### config.mk
export PLATFORM = sky130hd
export DESIGN_NAME = cmp_bist
export DESIGN_NICKNAME = d
export VERILOG_FILES = /design/src/rtl/cmp_bist_pkg.sv /design/src/rtl/cmp_bist_gt_ref_model.sv /design/src/rtl/cmp_bist.sv
export SDC_FILE = /design/constraint.sdc
export NUM_CORES = 1
export LEC_CHECK = 0
export ABC_AREA = 1
export CORE_MARGIN = 2
export CORE_UTILIZATION = 53
export CTS_CLUSTER_SIZE = 24
export DETAILED_ROUTE_END_ITERATION = 12
export PLACE_DENSITY = 0.82
export SLEW_MARGIN = 10
export SYNTH_ARGS = -nofsm -noshare
export SYNTH_HDL_FRONTEND = slang
export SYNTH_SLANG_ARGS = --single-unit
### constraint.sdc
create_clock -name clk -period 2.4 [get_ports clk]
set_input_delay 0.24 -clock clk [delete_from_list [all_inputs] [get_ports clk]]
set_output_delay 0.24 -clock clk [all_outputs]
set_load 0.02 [all_outputs]
### src/rtl/cmp_bist_pkg.sv
// Shared definitions for the comparator BIST engine: FSM state encoding and default sizing.
package cmp_bist_pkg;

  typedef enum logic [1:0] {
    IDLE   = 2'd0,
    SETTLE = 2'd1,
    CHECK  = 2'd2,
    DONE   = 2'd3
  } state_t;

  localparam int W_DEF          = 4;
  localparam int SETTLE_CYC_DEF = 2;

endpackage

### src/rtl/cmp_bist_gt_ref_model.sv
// Golden unsigned a > b reference used by the BIST to form the expected gt value.
module gt_ref_model
  import cmp_bist_pkg::*;
#(
  parameter int W = W_DEF
) (
  input  logic [W-1:0] a,
  input  logic [W-1:0] b,
  output logic         gt
);

  assign gt = (a > b);

endmodule

### src/rtl/cmp_bist.sv
// Exhaustive self-test sweep for a W-bit magnitude comparator; counts mismatches, captures first failure.
// Optional build macro CMP_BIST_STOP_ON_FAIL_EN: halt at the first mismatching vector.
module cmp_bist
  import cmp_bist_pkg::*;
#(
  parameter int W          = W_DEF,
  parameter int SETTLE_CYC = SETTLE_CYC_DEF
) (
  input  logic           clk,
  input  logic           rst_n,
  input  logic           start,
  output logic [W-1:0]   a_out,
  output logic [W-1:0]   b_out,
  input  logic           gt_in,
  output logic           busy,
  output logic           done,
  output logic           pass,
  output logic [2*W:0]   err_cnt,
  output logic [W-1:0]   fail_a,
  output logic [W-1:0]   fail_b
);

  localparam int             SW          = (SETTLE_CYC > 1) ? $clog2(SETTLE_CYC) : 1;
  localparam logic [SW-1:0]  SETTLE_LAST = SW'(SETTLE_CYC - 1);

  state_t          state;
  logic [2*W:0]    vec_cnt;
  logic [SW-1:0]   settle_cnt;
  logic            exp_gt;
  logic            mism;
  logic            last_vec;

  assign a_out = vec_cnt[2*W-1:W];
  assign b_out = vec_cnt[W-1:0];

  gt_ref_model #(.W(W)) u_ref (
    .a  (a_out),
    .b  (b_out),
    .gt (exp_gt)
  );

  assign mism = (gt_in != exp_gt);
  // The extra top bit can never be set in normal operation; treating it as terminal keeps a stray count from running on.
  assign last_vec = (&vec_cnt[2*W-1:0]) | vec_cnt[2*W];

  always_ff @(posedge clk) begin
    if (!rst_n) begin
      state      <= IDLE;
      vec_cnt    <= '0;
      settle_cnt <= '0;
      err_cnt    <= '0;
      fail_a     <= '0;
      fail_b     <= '0;
      busy       <= 1'b0;
      done       <= 1'b0;
      pass       <= 1'b0;
    end else begin
      case (state)
        IDLE, DONE: begin
          if (start) begin
            state      <= SETTLE;
            vec_cnt    <= '0;
            settle_cnt <= '0;
            err_cnt    <= '0;
            fail_a     <= '0;
            fail_b     <= '0;
            busy       <= 1'b1;
            done       <= 1'b0;
            pass       <= 1'b0;
          end
        end
        SETTLE: begin
          if (settle_cnt == SETTLE_LAST) begin
            settle_cnt <= '0;
            state      <= CHECK;
          end else begin
            settle_cnt <= settle_cnt + 1'b1;
          end
        end
        CHECK: begin
          if (mism) begin
            err_cnt <= err_cnt + 1'b1;
            if (err_cnt == '0) begin
              fail_a <= a_out;
              fail_b <= b_out;
            end
          end
`ifdef CMP_BIST_STOP_ON_FAIL_EN
          if (mism) begin
            state <= DONE;
            busy  <= 1'b0;
            done  <= 1'b1;
            pass  <= 1'b0;
          end else if (last_vec) begin
`else
          if (last_vec) begin
`endif
            state <= DONE;
            busy  <= 1'b0;
            done  <= 1'b1;
            pass  <= (err_cnt == '0) && !mism;
          end else begin
            vec_cnt <= vec_cnt + 1'b1;
            state   <= SETTLE;
          end
        end
        default: state <= IDLE;
      endcase
    end
  end

endmodule

# Word level (Yosys, flattened, before mapping)

Index checks and enable logic that the tools add are counted.
Widths: inputs -> output; s select.

Bits in registers: 32
Input bits: 4
Output and inout bits: 28
Word-level logic and storage cells: 64

Add/subtract/negate cells: 3
Magnitude comparators: 1
Equal/unequal tests: 10
Muxes and demuxes: 26
Bitwise logic cells: 1
Reductions and logical operators: 14

Operators by type and width:

| kind                | count |
|---|---|
| $pmux 9 s2          | 2 |
| $mux 9              | 3 |
| $mux 4              | 5 |
| $add 9x1->9 const B | 2 |
| $pmux 4 s2          | 2 |
| $ne 2x2->1 const B  | 6 |
| $logic_not 9->1     | 1 |
| $reduce_and 3->1    | 3 |
| $pmux 1 s2          | 4 |
| $reduce_and 8->1    | 1 |
| $mux 1              | 6 |
| $mux 2              | 3 |
| $pmux 2 s3          | 1 |
| $eq 2x2->1 const B  | 2 |
| $gt 4x4->1          | 1 |
| $reduce_and 2->1    | 2 |
| $reduce_and 4->1    | 1 |
| $reduce_bool 2->1   | 2 |
| $eq 2x1->1 const B  | 1 |
| $logic_not 2->1     | 1 |
| $reduce_or 2->1     | 1 |
| $add 1x1->1 const B | 1 |
| $logic_and 1x1->1   | 1 |
| $logic_not 1->1     | 1 |
| other kinds (2)     | 2 |

# Depth between registers and ports, before layout

Gate-level depths: netlist (run 1).

Depth in word-level cells: 6
Depth in mapped cells: 14
Depth with buffers taken out: 14

# Cells and area by module

A second synthesis (run 1) with hierarchy kept.

Cell total of the unflattened synthesis: 282
Area, all modules: 1,966.9 um^2

Modules (own cells, without submodules):

| module       | instances | cells an instance | area each (um^2) | seq. area each (um^2) |
|---|---|---|---|---|
| cmp_bist     | 1         | 263               | 1,858.0          | 640.6 |
| gt_ref_model | 1         | 19                | 108.9            | 0.0 |

# Worst setup path after synthesis (run 1)

No wires, ideal clock.

Path kind: flip-flop to flip-flop
Start point: register vec_cnt[0]
End point: register vec_cnt[7]
Library setup time: 132 ps
Arrival: 1,665 ps
Data required time: 2,268 ps
Slack: 603 ps
Stages on the path, launching flop included: 14
Buffers on the path: 0
Period minus slack after synthesis: 1,797 ps
Cell sequence: dfxtp_1 > ha_1 > inv_1 > nor3_1 > nand3_1 > ha_1 > nor2_2 > inv_1 > nand2_4 > nor2_4 > inv_2 > nor2_4 > a21oi_1 > nor3_2

Word-level cells in the longest chain between the ends: 4
Elaborated cells between the ends (all ways): 7
Those cells by class: add/sub (1); eq/ne (1); mux (2); bitwise (1); reduce/logical (2)

RTL lines:

| item                                                                | RTL line        | RTL |
|---|---|---|
| from (decl)                                                         | cmp_bist.sv:27  | `logic [2*W:0] vec_cnt;` |
| from (signal assigned)                                              | cmp_bist.sv:103 | `vec_cnt <= vec_cnt + 1'b1;` |
| parallel branches: the longest is 4 deep, another holds $add 9x1->9 | -               |  |

Parallel ways; which one is timed is not known. The select of a mux whose other input is x is not followed.
A chain may end at the register's enable or synchronous reset.

# Final worst setup path (run 1)

Ends and elaborated chain as after synthesis.

==> reports/results.txt, run 1 <==
Total power: 1.95 mW. The tools report the termination of the worst setup path as vec_cnt[7]. Setup repair after global routing left no endpoint under its margin.

The starting density of the core is 0.551. The tightest slew margin relative to the limit came out at 0.689. The final-report hold violation count is 0. The first global-routing pass estimated 7.80 mm of wire. The run gives 0.395 as the share of power burned in combinational logic. STA classifies the critical path endpoint as a flip-flop.

A synthesized cell averages 6.85 µm². Port buffering added 31 buffers. The internal power contribution was 1.22 mW; the maximum clock frequency was 485 MHz. The power per unit of standard cell area works out to 812 nW/µm².

Gates resized during post-CTS repair numbered 0. 32 I/O pins were placed. The critical path in this run is classified as flip-flop to flip-flop.

The number of different library cells used by synthesis comes to 34. At the end of the flow, the number of nets in the layout was 335. The ratio of cells with drive above 1 in the final layout is 0.0966.

The final cycle utilization of the critical path was 0.860; the part of the Yosys area used for sequential elements was 0.320. TritonCTS built the clock tree. The run gives 0 as the initial antenna violation count. The run gives 22 as the number of rows in the core area.

The first detailed-routing pass ran for 5 iterations. Combinational family with the most area after synthesis: simple AND/OR/NAND/NOR gates. Post-detailed-routing wire length: 4.34 mm.

The clock drives 32 sinks. The total routing resource utilization after global routing came out at 0.235. For the worst-skew pair, the clock arrives at the later sink with an insertion delay of 0.29 ns.

In this run, synthesis inferred 0 flip-flops with an integrated enable. TritonCTS created 5 clock buffers. In the layout the commonest cells are nand2_1 (67), inv_1 (49), dfxtp_1 (32), clkdlybuf4s50_1 (31), nor2_1 (24). The die is 65.4 µm tall. In the routed design, unresolved DRC markers number 0. The biggest area consumer among synthesized cells was dfxtp_1.

For the final max-slew violation count, the log shows 0. The post-synthesis share of cell area spent on xor and xnor gates came out at 0. Summed over all cells, the static leakage comes to 1.02 nW. By area the synthesized netlist is led by dfxtp_1 (32%), nand2_1 (13%), inv_1 (9.2%), ha_1 (6.9%), nand3_1 (5.3%). The simple-gate share of the synthesized area is 0.352. The weighted congestion reported at the end of routability-driven placement is 0.923, and the core occupancy in the finished layout is 0.662. The critical register-to-register path startpoint is vec_cnt[0]. The flow ran to the end, and the final reports show no timing, DRC or antenna violations. Via count of the first global-routing pass: 1796. The sequential share of power came out at 0.346. The half-perimeter wire length after placement is 3.15 mm, and the mux share of post-synthesis cell area is 0. The tools report the start point of the critical path as vec_cnt[0]. The number of register bits inferred by synthesis works out to 32.

The area share of the largest cell type after synthesis came out at 0.320. Once layout is done, the placed cells without fillers occupy 2400 µm². The placed cell area was 2300 µm². For the fill cell instance count of the final layout, the log shows 330. The die covers 4280 µm². Setup slack on the critical path of the routed design comes to 0.337 ns. The number of cells on the worst reg-to-reg path works out to 13. The area of the core came out at 3630 µm².

After the first detailed-routing iteration, the DRC count stood at 106. In this run the worst hold path is classified as flip-flop to flip-flop. The tool flagged a number of max-cap violations equal to 0.

Entering global routing, the biggest net connects 19 pins. Counting along the longest clock path gives a buffer depth of 2. The run gives 369 as the final instance count without filler cells.

Synthesis produced a netlist whose cell count is 292. The number of hold buffers added after CTS was 0. The tools report the reg-to-reg critical path endpoint as vec_cnt[7].

Prior to clock tree synthesis, the placed netlist has a worst setup slack of 0.367 ns. The power share of the clock group is 0.260, and the post-route worst hold slack is 0.465 ns. The worst hold path begins at vec_cnt[8]. The async set or reset register ratio after synthesis was 0. The area of the mapped netlist came out at 2000 µm².

For the reported net switching power, the log shows 0.732 mW. The cell sitting at the root of the clock tree is a clkbuf_8. The mean number of vias per cell works out to 5.03. After clock tree synthesis, the clock-pin slew on the worst setup and hold paths is 0.07 ns. The logs give 0 for the sum of overflow across all layers after global routing and 361 for the total instance count after detailed placement. After detailed routing, the average wire length per cell comes to 11.8 µm. Area fraction in compound gates after synthesis: 0.0957. The floorplan step set the die width to 65.4 µm. The most used flip-flop cell after synthesis is dfxtp_1. From synthesis to final layout, the design area changed by 20.1%. The clock tree synthesis step divided the H-tree into 2 levels. The buffer count from post-CTS setup fixing was 0.

Most common cell after layout, fill and taps aside: nand2_1. The time the final worst path needs with I/O delays and setup came out at 2.06 ns. Along the worst hold path, the cell count comes to 2. The actual transition at the worst max-transition pin was 0.464 ns; the count of nets left with antenna violations after detail routing was 0. Setup violations remaining at the end of the flow were counted as 0. The worst setup path is launched from a flip-flop. IR analysis of the VDD net gives a maximum drop of 0.567 mV. The post-synthesis share of cell area spent on full adders, half adders and majority gates is 0.0688.

The routed layout has 1857 vias. Along the worst path, the maximum fanout reaches 7. The share of total power consumed by net switching is 0.375, and the arrival time at the worst endpoint is 2.22 ns. The tools report the setup total negative slack as 0 ns. Between clock sinks in the finished design, the worst skew comes to 0.00510 ns. At the worst endpoint, the required time is 2.56 ns.

The number of diodes added for antenna fixing came out at 0. The number of nets produced by synthesis is 307, and the internal reg-to-reg setup slack is 0.34 ns. The synthesis warning total came out at 0.
-- worst max-delay path, cell delays in order, from the launching register on --
cell and delay [ns]:
dfxtp_1 0.49, ha_1 0.19, inv_1 0.06, nor3_1 0.18
nand3_1 0.10, ha_1 0.22, nor2_2 0.13, inv_1 0.09
nand2_4 0.11, nor2_4 0.05, inv_2 0.07, nor2_4 0.04
a21oi_1 0.15, nor3_2 0.06
-- cells in the mapped netlist (3+ instances only) --
cell	n
inv_2	3
nand4_1	9
inv_1	49
o21ai_0	8
a21oi_1	20
buf_6	3
nor2_1	24
nand3_1	21
nor3_1	8
dfxtp_1	32
buf_4	9
nand2_1	67
ha_1	11
-- cell families (layout without fill, tap and decap cells) --
kind of cell               count (synthesis)  count (layout)
AOI/OAI and AO/OA                         34              34
adders and majority gates                 11              11
buffers and inverters                     70              99
DFF                                       32              32
and+or+nand+nor                          145             145
-- state kept, by name (all words and copies together), names as in the netlist --
register,flops
err_cnt,9
fail_a,4
vec_cnt,9
pass,1
state,2
fail_b,4
done,1
settle_cnt,1
busy,1
-- power groups by stage --
stage / Combinational (mW) / Sequential, mW / Clock (mW)
2_1_floorplan: 0.475 / 0.760 / 0
3_3_place_gp: 0.745 / 0.686 / 0
3_5_place_dp: 0.763 / 0.688 / 0
4_1_cts: 0.774 / 0.676 / 0.512
5_1_grt: 0.877 / 0.687 / 0.534
6_report: 0.771 / 0.675 / 0.507
-- area by class of cell --
cell class,instances,area [µm²],share of cell area
Clock buffer,6,72.6,0.0302
Clock inverter,2,35.0,0.0146
Inverter,55,214,0.0890
Multi-Input combinational cell,190,1030,0.430
Sequential cell,32,641,0.267
Tap cell,48,60.1,0.0250
Timing Repair Buffer,36,348,0.145
-- worst min-delay path by stage --
stage,slack (ns),endpoint
after floorplan,0.44,vec_cnt[8]
after global placement,0.45,vec_cnt[8]
after detailed placement,0.45,vec_cnt[8]
after CTS,0.46,vec_cnt[8]
after global routing,0.50,vec_cnt[8]
final,0.46,vec_cnt[8]
-- per-layer routing --
metal,up-vias,track usage,routed length (µm)
met1,846,0.274,1900
met4,0,0.0781,76
met3,7,0.0582,173
li1,972,-,-
met2,32,0.421,2190
met5,-,0,0
No activity file was read; power rests on OpenSTA's default activity.
==> inputs of run 2 (changes only) <==
--- a/config.mk
+++ b/config.mk
@@ -5,9 +5,8 @@
 export SDC_FILE = /design/constraint.sdc
 export NUM_CORES = 1
 export LEC_CHECK = 0
-export ABC_AREA = 1
 export CORE_MARGIN = 2
-export CORE_UTILIZATION = 53
+export CORE_UTILIZATION = 52
 export CTS_CLUSTER_SIZE = 24
 export DETAILED_ROUTE_END_ITERATION = 12
 export PLACE_DENSITY = 0.82
@@ -15,3 +14,4 @@
 export SYNTH_ARGS = -nofsm -noshare
 export SYNTH_HDL_FRONTEND = slang
 export SYNTH_SLANG_ARGS = --single-unit
+export TNS_END_PERCENT = 10
==> run 2 against run 1 <==
  * Clock-buffer cell count unchanged
  * Register-to-register slack got worse by 0.20 ns
  * First-iteration DRC count decreased by 6.6%
  * Clock skew about the same
  * Sequential cell count unchanged
  * Combinational power decreased by 76%
  * Non-clock buffer count increased by 8
  * Routed wire length decreased by 5.8%
==> reports/results.txt, run 2 <==
The weighted congestion reported at the end of routability-driven placement was 0.818 (-11%); the mean number of vias per cell was 5.51 (+9.5%). The DRC violation count after routing is 0 (unchanged). Sorting the synthesized cells by area gives the leading types as dfxtp_1 (35%), ha_1 (7.5%), nand3b_1 (5.3%), nand3_1 (4.9%), nor2_1 (4.9%). The tools report the area of the multi-input gates as 1080 µm² (+4.6%). The logs give 0.305 mW (-58%) for the reported net switching power and 0.355 mV (-37%) for the worst IR drop on VDD. The worst stage delay on the critical path was 0.39 ns (-0.10 ns); the horizontal extent of the die was 63.6 µm (-2.9%). The actual transition at the worst max-transition pin is 0.534 ns (+0.0701 ns).

Count of nets left with antenna violations after detail routing: 0 (unchanged). The run gives 0.548 (-0.00226) as the starting density of the core. Average cell area after synthesis: 8.09 µm² (+18%). Dominant register cell in the synthesized netlist: dfxtp_1. By instance count, the leading cell after synthesis is dfxtp_1.

Largest fanout on the critical path: 6 (-1). The via count of the first global-routing pass was 1550 (-14%); the maximum clock frequency was 442 MHz (-8.8%). The half-perimeter wire length after placement was 2.97 mm (-5.9%). TritonCTS built the clock tree. The internal power contribution is 0.752 mW (-38%), and the initial antenna violation count is 0 (unchanged). The H-tree level count was 2 (unchanged). The critical path is of the flip-flop to flip-flop type. The run gives 1 (+1) as the post-cts gate resize count. The time the final worst path needs with I/O delays and setup is 2.26 ns (+0.198 ns). The tightest slew margin relative to the limit was 0.642 (-0.0468); the cts-stage hold buffer count was 0 (unchanged). The number of rows in the core area was 21 (-4.5%); the number of register bits inferred by synthesis was 32 (unchanged).

The area used by sequential logic in the layout is 643 µm² (+0.39%), and the worst path required time is 2.66 ns (+0.10 ns). The cell with the biggest individual delay on the critical path was dfxtp_2. The path class of the tightest hold or removal check is flip-flop to flip-flop.

The tools report the sum of overflow across all layers after global routing as 0 (unchanged). The tools report the total routing resource utilization after global routing as 0.217 (-0.0184). The flow ran to the end, and the final reports show no timing, DRC or antenna violations.

The run gives 0 (unchanged) as the number of diodes added for antenna fixing. The number of nets produced by synthesis is 243 (-21%). The tools report the final instance count without filler cells as 308 (-17%). The ratio of cells with drive above 1 in the final layout came out at 0.134 (+0.0370). The run gives 1840 µm² (-7.8%) as the area of the mapped netlist. The tools report the clock skew after layout as 0.00508 ns (-0.0000218 ns).

The tools report the power share of the clock group as 0.310 (+0.050). Area growth from synthesis to layout: 24.3%. The run gives 0.347 (+0.0272) as the part of the Yosys area used for sequential elements. For the total power, the log shows 1.06 mW (-46%). The logs give 0.682 (+0.0200) for the core occupancy in the finished layout and 0 (unchanged) for the buffer count from post-CTS setup fixing.

The tools report the final max-slew violation count as 0 (unchanged). The tools report the launch instance of the worst min-delay path as fail_b[3]. In this run the critical register-to-register path is launched from vec_cnt[1]. The sequential share of power is 0.517 (+0.171), and the share of total power consumed by net switching is 0.288 (-0.0865). The internal reg-to-reg setup slack was 0.14 ns (-0.20 ns). STA classifies the critical path startpoint as a flip-flop. Async set or reset register ratio after synthesis: 0 (unchanged). In the layout the commonest cells are clkdlybuf4s50_1 (31), dfxtp_1 (30), nor2_1 (24), nand3_1 (18), nand2_1 (15).

The tools report the arrival time at the worst endpoint as 2.52 ns (+0.30 ns). The reg-to-reg critical path endpoint was err_cnt[8]. The maximum buffer depth of the clock tree came out at 2 (unchanged).

Setup repair after global routing could not meet its margin everywhere. The synthesis warning total is 0 (unchanged). The run gives 32 (unchanged) as the TritonCTS sink count.

The cell sitting at the root of the clock tree is a clkbuf_4. The signal on the critical path passes through inv_1, ha_1, nor2b_1, o211a_1, a21o_4, nor4_1, mux2_2, a21oi_1. STA classifies the critical path endpoint as a flip-flop. The worst setup margin was 0.139 ns (-0.198 ns); the first-pass GRT wire length was 6.97 mm (-11%). The y dimension of the die is 63.6 µm (-2.9%), and the count of input and output buffers is 31 (unchanged). The logs give 0 (unchanged) for the count of max-cap constraint violations and 4040 µm² (-5.7%) for the full die area.

Net total in the final layout: 276 (-18%). The final-report hold violation count was 0 (unchanged); the number of flops mapped to enable cells by yosys was 0 (unchanged). The tools report the number of standard cells after synthesis as 228 (-22%). The count of cells along the worst hold path was 2 (unchanged). The area share of the largest cell type after synthesis is 0.347 (+0.0272). The number of search-and-repair iterations in the first detailed-routing pass was 4 (-1); the leakage dissipation was 0.813 nW (-20%). The run gives 0.489 ns (+0.0241 ns) as the post-route worst hold slack.

Most common cell after layout, fill and taps aside: clkdlybuf4s50_1. For the count of routing violations after the opening detailed-route iteration, the log shows 99 (-6.6%). The biggest area consumer among synthesized cells is dfxtp_1. The count of unique library cells instantiated by Yosys is 47 (+38%), and the setup violation total in the final timing report is 0 (unchanged).

The number of cells on the worst reg-to-reg path is 8 (-5). The routed length per placed instance came out at 13.3 µm (+13%). For the count of vias placed by the detailed router, the log shows 1697 (-8.6%). The final cycle utilization of the critical path is 0.942 (+0.0825). The share of power burned in combinational logic came out at 0.173 (-0.222).

Power per unit of standard cell area: 461 nW/µm² (-43%). The clock transition time at the flip-flop clock pins of the worst setup and hold paths works out to 0.10 ns (+0.03 ns). The post-detailed-routing wire length was 4.09 mm (-5.8%); the worst slack at placement was 0.00491 ns (-0.362 ns). The number of top-level design ports is 32 (unchanged). In the final layout, the registers with the most flip-flops are err_cnt (9), vec_cnt (9). The end point of the most critical hold path is fail_b[3]. The area of the core is 3360 µm² (-7.4%), and the insertion delay of the later-clocked pin in the worst-skew pair is 0.34 ns (+0.05 ns). The fill cell instance count of the final layout was 304 (-7.9%).

The number of CTS-inserted buffers is 5 (unchanged). The pin count of the biggest net entering global routing came out at 22 (+3). The run gives 300 (-17%) as the total instance count after detailed placement. Counting instances in the post-synthesis netlist gives the leading cell types as dfxtp_1 (32), nor2_1 (24), nand3_1 (18).
run 2: worst max path at each step:
stage,depth (start not counted),from,to,slack (ns)
6_report,8,vec_cnt[1],err_cnt[8],0.14
5_1_grt,8,vec_cnt[1],fail_a[2],-0.01
4_1_cts,8,vec_cnt[1],err_cnt[4],0.02
3_5_place_dp,8,vec_cnt[1],fail_b[3],0.005
3_3_place_gp,8,vec_cnt[1],fail_a[3],0.13
2_1_floorplan,9,vec_cnt[3],err_cnt[4],0.21
run 2: worst max-delay path: cells and delay by family, from the launching register on:
kind                       cells  cell delay, ns
and+or+nand+nor                2            0.46
muxes                          1            0.37
DFF                            1            0.39
buffers and inverters          1            0.05
adders and majority gates      1            0.28
AOI/OAI and AO/OA              3            0.64
run 2: cell type report:
type | instances | share of cell area
clock buffers | 6 | 0.0224
inverters | 11 | 0.0180
flip-flops and latches | 32 | 0.281
well taps | 46 | 0.0251
repair buffers | 44 | 0.178
clock inverters | 2 | 0.00437
multi-input cells | 167 | 0.472
run 2: cells by family after synthesis:
family / after synthesis / share of synthesized area
AO/OA/AOI/OAI: 40 / 0.143
buffers and inverters: 29 / 0.0801
AND/OR/NAND/NOR: 109 / 0.320
XOR/XNOR: 5 / 0.0237
flip-flops: 32 / 0.347
multiplexers: 2 / 0.0115
adder cells (fa/ha/maj): 11 / 0.0746
run 2: power groups by stage:
stage                     sequential, mW  clock (mW)  combinational [mW]
after floorplan                    0.560           0               0.122
after global placement             0.558           0               0.173
after detailed placement           0.559           0               0.176
after CTS                          0.547       0.337               0.180
after global routing               0.547       0.367               0.200
final                              0.547       0.327               0.183
run 2: stage by stage:
| step | area (µm²) | setup TNS [ns] |
|---|---|---|
| after floorplan | 1840 | 0 |
| final | 2290 | 0 |
| after global routing | 2290 | -0.0128 |
| after CTS | 2270 | 0 |
| after detailed placement | 2200 | 0 |
| after global placement | 2200 | 0 |
run 2: metal layers:
layer | GRT usage | wire length, µm | part of all wire
met1 | 0.280 | 1940 | 0.47
met2 | 0.353 | 1920 | 0.47
met3 | 0.0429 | 174 | 0.043
met4 | 0.0897 | 48 | 0.012
met5 | 0 | 0 | 0
